File: config.mk
export PLATFORM = sky130hd
export DESIGN_NAME = spi_mem_rr_arbiter_flat
export DESIGN_NICKNAME = d
export VERILOG_FILES = /design/src/rtl/spi_mem_rr_arbiter_if.sv /design/src/rtl/spi_mem_rr_arbiter.sv /design/src/flat_wrapper.sv
export SDC_FILE = /design/constraint.sdc
export NUM_CORES = 1
export LEC_CHECK = 0
export CORE_ASPECT_RATIO = 1.2
export CORE_MARGIN = 8
export CORE_UTILIZATION = 31
export DETAILED_ROUTE_END_ITERATION = 8
export PLACE_DENSITY = 0.57
export SLEW_MARGIN = 20
export SYNTH_ARGS = -nofsm -noshare
export SYNTH_HDL_FRONTEND = slang
export SYNTH_SLANG_ARGS = --single-unit
File: constraint.sdc
create_clock -name clk -period 3.3 [get_ports clk]
set_input_delay 0.825 -clock clk [delete_from_list [all_inputs] [get_ports clk]]
set_output_delay 0.825 -clock clk [all_outputs]
set_load 0.02 [all_outputs]
File: src/rtl/spi_mem_rr_arbiter_if.sv
// Request/grant bundle between the SPI memory clients and the round-robin arbiter.
interface spi_mem_rr_arbiter_if #(parameter int N = 4);
   localparam int IDX_W = (N > 1) ? $clog2(N) : 1;

   logic [N-1:0]     req;
   logic [N-1:0]     en_mask;
   logic [N-1:0]     grant;
   logic             grant_valid;
   logic [IDX_W-1:0] grant_idx;
   logic             preempt;

   modport master (output req, en_mask, input grant, grant_valid, grant_idx, preempt);
   modport slave  (input req, en_mask, output grant, grant_valid, grant_idx, preempt);
endinterface

File: src/rtl/spi_mem_rr_arbiter.sv
// Round-robin owner selection for the shared SPI memory controller, with enable
// mask, hold-time preemption and an optional idle gap so CS can deassert.
module spi_mem_rr_arbiter #(
   parameter int N        = 4,
   parameter int MAX_HOLD = 0,
   parameter int GAP      = 0
) (
   input  logic                 clk,
   input  logic                 rst_n,
   spi_mem_rr_arbiter_if.slave  bus
);
   localparam int IDX_W  = (N > 1) ? $clog2(N) : 1;
   localparam int HOLD_W = (MAX_HOLD > 1) ? $clog2(MAX_HOLD + 1) : 1;
   localparam int GAP_W  = (GAP > 1) ? $clog2(GAP + 1) : 1;

   typedef enum logic [1:0] {S_IDLE, S_GRANT, S_GAP} state_e;

   state_e             state_q, state_d;
   logic [IDX_W-1:0]   last_q, last_d;
   logic [HOLD_W-1:0]  hold_q, hold_d;
   logic [GAP_W-1:0]   gap_q, gap_d;
   logic [N-1:0]       grant_q, grant_d;
   logic [IDX_W-1:0]   gidx_q, gidx_d;
   logic               gvld_q, gvld_d;
   logic               pre_q, pre_d;

   logic [N-1:0]       ereq, others;
   logic               expire, drop, take;
   logic [IDX_W:0]     pick;
   logic [IDX_W-1:0]   new_idx;

   // {found, idx}: first set bit of r searching cyclically from 'from'+1,
   // so 'from' itself is the last candidate considered.
   function automatic logic [IDX_W:0] rr_pick(input logic [N-1:0] r,
                                              input logic [IDX_W-1:0] from);
      logic [2*N-1:0]   dbl;
      logic [N-1:0]     rot;
      logic             found;
      logic [IDX_W-1:0] idx;
      dbl   = {r, r} >> (int'(from) + 1);
      rot   = dbl[N-1:0];
      found = 1'b0;
      idx   = '0;
      for (int k = 0; k < N; k++) begin
         if (!found && rot[k]) begin
            found = 1'b1;
            idx   = IDX_W'((int'(from) + 1 + k) % N);
         end
      end
      return {found, idx};
   endfunction

   always_comb begin
      state_d = state_q;
      last_d  = last_q;
      hold_d  = hold_q;
      gap_d   = gap_q;
      grant_d = grant_q;
      gidx_d  = gidx_q;
      gvld_d  = gvld_q;
      pre_d   = 1'b0;
      ereq    = bus.req & bus.en_mask;
      others  = ereq & ~(N'(1) << last_q);
      expire  = 1'b0;
      drop    = 1'b0;
      take    = 1'b0;
      pick    = '0;
      case (state_q)
         S_IDLE: begin
            pick = rr_pick(ereq, last_q);
            take = pick[IDX_W];
         end
         S_GRANT: begin
            expire = (MAX_HOLD != 0) && (hold_q == HOLD_W'(MAX_HOLD)) && (others != '0);
            if (ereq[last_q] && !expire) begin
               if (MAX_HOLD != 0 && hold_q != HOLD_W'(MAX_HOLD)) hold_d = hold_q + 1'b1;
            end else begin
               // A holder that dropped its request on the expiry cycle is a plain release.
               pre_d = ereq[last_q];
               drop  = 1'b1;
               if (GAP == 0) begin
                  pick = rr_pick(others, last_q);
                  take = pick[IDX_W];
                  if (!take) state_d = S_IDLE;
               end else begin
                  state_d = S_GAP;
                  gap_d   = GAP_W'(GAP);
               end
            end
         end
         S_GAP: begin
            if (gap_q == GAP_W'(1)) begin
               pick = rr_pick(ereq, last_q);
               take = pick[IDX_W];
               if (!take) state_d = S_IDLE;
            end else begin
               gap_d = gap_q - 1'b1;
            end
         end
         default: state_d = S_IDLE;
      endcase

      new_idx = pick[IDX_W-1:0];
      if (drop) begin
         grant_d = '0;
         gidx_d  = '0;
         gvld_d  = 1'b0;
      end
      if (take) begin
         state_d = S_GRANT;
         last_d  = new_idx;
         hold_d  = HOLD_W'(1);
         grant_d = N'(1) << new_idx;
         gidx_d  = new_idx;
         gvld_d  = 1'b1;
      end
   end

   always_ff @(posedge clk or negedge rst_n) begin
      if (!rst_n) begin
         state_q <= S_IDLE;
         last_q  <= IDX_W'(N - 1);
         hold_q  <= '0;
         gap_q   <= '0;
         grant_q <= '0;
         gidx_q  <= '0;
         gvld_q  <= 1'b0;
         pre_q   <= 1'b0;
      end else begin
         state_q <= state_d;
         last_q  <= last_d;
         hold_q  <= hold_d;
         gap_q   <= gap_d;
         grant_q <= grant_d;
         gidx_q  <= gidx_d;
         gvld_q  <= gvld_d;
         pre_q   <= pre_d;
      end
   end

   assign bus.grant       = grant_q;
   assign bus.grant_idx   = gidx_q;
   assign bus.grant_valid = gvld_q;
   assign bus.preempt     = pre_q;
endmodule

File: src/flat_wrapper.sv
// flat-port wrapper written by rule: the top's interface ports become plain ports
module spi_mem_rr_arbiter_flat 
#(
   parameter int N        = 4,
   parameter int MAX_HOLD = 0,
   parameter int GAP      = 0
)
  (clk, rst_n, bus_req, bus_en_mask, bus_grant, bus_grant_valid, bus_grant_idx, bus_preempt);
  spi_mem_rr_arbiter_if #(.N(N)) bus_i ();
  input  logic clk;
  input  logic rst_n;
  input wire logic [$bits(bus_i.req)-1:0] bus_req;
  input wire logic [$bits(bus_i.en_mask)-1:0] bus_en_mask;
  output wire logic [$bits(bus_i.grant)-1:0] bus_grant;
  output wire logic [$bits(bus_i.grant_valid)-1:0] bus_grant_valid;
  output wire logic [$bits(bus_i.grant_idx)-1:0] bus_grant_idx;
  output wire logic [$bits(bus_i.preempt)-1:0] bus_preempt;
  assign bus_i.req = bus_req;
  assign bus_i.en_mask = bus_en_mask;
  assign bus_grant = bus_i.grant;
  assign bus_grant_valid = bus_i.grant_valid;
  assign bus_grant_idx = bus_i.grant_idx;
  assign bus_preempt = bus_i.preempt;
  spi_mem_rr_arbiter #(.N(N), .MAX_HOLD(MAX_HOLD), .GAP(GAP)) u_core (.clk(clk), .rst_n(rst_n), .bus(bus_i));
endmodule
==> results.json <==
{
  "run_status": "finished clean",
  "power-per-cell-area_nw_per_um2": 940,
  "synth-xor-area-share": 0,
  "mean_number_of_vias_per_cell": 5.64,
  "synth_flop_type": "dfrtp_1",
  "timing.critical_path.to_type": "flip-flop",
  "hp-class": "reg -> reg",
  "synthDistinctLibCells": 39,
  "yosysSeqAreaShare": 0.266,
  "worstPathRequired_ns": 3.45,
  "post_cts_gate_resize_count": 0,
  "cts_hold_buffers": 0,
  "dr_vias": 953,
  "critical_path_peak_fanout": 19,
  "avgSynthCellArea_um2": 8.06,
  "ys.warnings.count": 0,
  "critical_path_arrival_ns": 2.86,
  "finalInstanceArea_um2": 1140,
  "fin_nets": 148,
  "antenna_cells": 0,
  "maxCapViolations": 0,
  "ir_drop_mv": 0.494,
  "clock_tree.root_cell": "clkbuf_4",
  "initial_drt_pass_iterations": 4,
  "core_region_area_um2": 3000,
  "worst-setup-path-type": "reg -> reg",
  "detail_route.iter0.violations": 60,
  "netlist_area_pre_place_um2": 951,
  "avgRoutedWirePerCell_um": 14.8,
  "maxSlewViolCount": 0,
  "critPathTopFamily": "compound AO/OA/AOI/OAI gates",
  "synth-seq-cells": 10,
  "area_growth_syn_to_layout_pct": 19.9,
  "cts-buffers-inserted": 3,
  "max_clock_freq_mhz": 369,
  "grt_setup_unrepaired": "no",
  "dpl.hpwl_um": 1890,
  "cts_tree": "built",
  "initial_antenna_violation_count": 0,
  "cts_num_sinks": 10,
  "number_of_buffer_and_inverter_stages_on_the_critical_path": 1,
  "placedInstanceArea_um2": 1100,
  "hold_path_end": "u_core.bus.grant_idx[0]$_DFFE_PN0P_",
  "finClkSkew_ns": 0.000335,
  "relSlewSlack": 0.653,
  "yosys-mux-area-fraction": 0.0211,
  "yosys.area_share.adder": 0.0526,
  "cts-htree-levels": 1,
  "postRouteWirelength_um": 2510,
  "cts_buffer_depth": 2,
  "worstReg2RegStart": "u_core.last_q[1]$_DFFE_PN1P_",
  "synthSimpleGateAreaFrac": 0.309,
  "timing.hold.worst_path_depth": 2,
  "gr-usage-all-layers": 0.0988,
  "postRouteAntennaNets": 0,
  "cpMaxStageDelayCell": "dfstp_2",
  "grt_pass1_wl_um": 4260,
  "r2r.worst_path.cells": 8,
  "fillCellCount": 321,
  "layout_worst_path_cycle_share": 0.822,
  "min_from": "u_core.bus.grant_idx[0]$_DFFE_PN0P_",
  "grt_start_max_net_pins": 21,
  "fp.dieArea_um2": 5100,
  "placement_row_count": 22,
  "power_uw": 1070,
  "grt_overflow_total": 0,
  "asyncSetResetFlopFracSynth": 1.00,
  "layout-drive-gt1-share": 0.143,
  "place.gp.congestion": 0.824,
  "clock_latency_ns": 0.26,
  "worst_hold_margin_ns": 0.487,
  "post-route-drc-count": 0,
  "synth.net_count": 132,
  "finalSetupViolations": 0,
  "post-route-worst-setup-slack_ns": 0.587,
  "pin_count": 18,
  "initial_core_util": 0.317,
  "timing.critical_path.slowest_cell_delay_ns": 0.75,
  "finalCriticalPeriod_ns": 2.71,
  "crit_path_cell_trace": "inv_2, ha_1, nor2_1, o21ai_0, o311a_2, a311oi_2, a41oi_2, a32o_1",
  "post-place-ws_ns": 0.393,
  "main_combinational_cell_family_by_area_after_synthesis": "simple AND/OR/NAND/NOR gates",
  "endpoints_failing_hold": 0,
  "buffer_ports.inserted": 16,
  "tightestPinTransition_ns": 0.515,
  "postSynthCellCount": 118,
  "synth-edff-count": 0,
  "fin_setup_tns_ns": 0,
  "leakage_uw": 0.000450,
  "synth_compound_area_frac": 0.272,
  "post-cts-setup-buffers": 0,
  "vias_in_the_first_global_route": 919,
  "critical_path.startpoint_type": "flip-flop",
  "worst-r2r-setup-slack_ns": 0.59,
  "reg2reg_to": "u_core.bus.grant[0]$_DFFE_PN0P_",
  "fp.dieW_um": 66.6,
  "die_y_um": 76.7,
  "clock_transition_at_the_registers_of_the_reported_paths_ns": 0.06
}
layout by cell type (no fill, tap or decap), types with 3 or more instances in the layout:
cell type / netlist / final
nor3_1: 8 / 8
and2_1: 4 / 4
nand4_1: 3 / 3
nand3_1: 5 / 5
clkbuf_4: 0 / 3
a22oi_1: 3 / 3
nand2_1: 16 / 16
o21ai_0: 11 / 11
clkdlybuf4s50_1: 0 / 16
dfrtp_1: 8 / 8
nor2_1: 8 / 8
a31oi_1: 3 / 3
a21oi_1: 3 / 3
and2_4: 3 / 3
ha_1: 4 / 4
layer usage:
layer  share of wire  up-vias  wire [um]  GRT usage
met3           0.072        0        180     0.0291
li1                -      468          -          -
met1            0.47      460       1180      0.126
met2            0.46       25       1150      0.151
met4               0        0          0     0.0364
met5               0        -          0          0
stage by stage:
stage                util  std cells
finish              0.380        169
global route        0.380        169
CTS                 0.380        169
detailed placement  0.368        165
global placement    0.368        165
floorplan               -        118
kinds of logic after synthesis:
logic type               count (synthesis)
adder cells (fa/ha/maj)                  4
other                                    1
multiplexers                             2
AO/OA/AOI/OAI                           35
AND/OR/NAND/NOR                         57
flip-flops                              10
buffers and inverters                    9
layout make-up:
type | instances | area (um2) | area share
repair buffers | 17 | 168 | 0.147
well taps | 36 | 45.0 | 0.0395
clock buffers | 4 | 36.3 | 0.0318
multi-input cells | 99 | 627 | 0.550
flip-flops and latches | 10 | 253 | 0.222
inverters | 3 | 11.3 | 0.00988
how the worst max path moves through the flow:
stage | startpoint | to | depth (start not counted)
2_1_floorplan | u_core.last_q[0]$_DFFE_PN1P_ | u_core.bus.grant[0]$_DFFE_PN0P_ | 7
3_3_place_gp | bus_req[1] | u_core.bus.grant[0]$_DFFE_PN0P_ | 8
4_1_cts | u_core.last_q[1]$_DFFE_PN1P_ | u_core.bus.grant[0]$_DFFE_PN0P_ | 8
6_report | u_core.last_q[1]$_DFFE_PN1P_ | u_core.bus.grant[0]$_DFFE_PN0P_ | 8
5_1_grt | u_core.last_q[1]$_DFFE_PN1P_ | u_core.bus.grant[0]$_DFFE_PN0P_ | 8
3_5_place_dp | bus_req[1] | u_core.bus.grant[0]$_DFFE_PN0P_ | 8
synthesized netlist by cell type (all sizes together) (2+ instances only):
cell type	instances	area, um2
nand2	17	66.3
o21ai	12	63.8
nor3	9	50.1
dfrtp	8	200
nor2	8	30.0
and2	7	51.3
buf	6	60.1
nand3	5	25.0
ha	4	50.1
a21oi	3	15.0
a22oi	3	22.5
a31oi	3	18.8
inv	3	11.3
nand4	3	18.8
a311oi	2	23.8
a32o	2	20.0
dfstp	2	52.6
mux2i	2	20.0
nand2b	2	12.5
nand3b	2	15.0
nor4	2	12.5
o22ai	2	12.5
o32a	2	20.0
registers in the layout (all words and copies together) (netlist names):
name                    cells
u_core.state_q              1
u_core.last_q               2
u_core.bus.grant            4
u_core.bus.grant_valid      1
u_core.bus.grant_idx        2
report_power, final:
part	switching [uW]	internal, uW	leakage, uW	total [uW]
clock network	39.8	66.9	0.0000210	107
registers	68.6	192	0.000120	261
logic	405	298	0.000308	703
worst reg2reg max path, stage by stage, from the launching register on:
cell and delay, ns:
dfstp_2 0.75, inv_2 0.17, ha_1 0.41, nor2_1 0.22, o21ai_0 0.13, o311a_2 0.16
a311oi_2 0.36, a41oi_2 0.11, a32o_1 0.29
(Power assumes the default switching activity.)
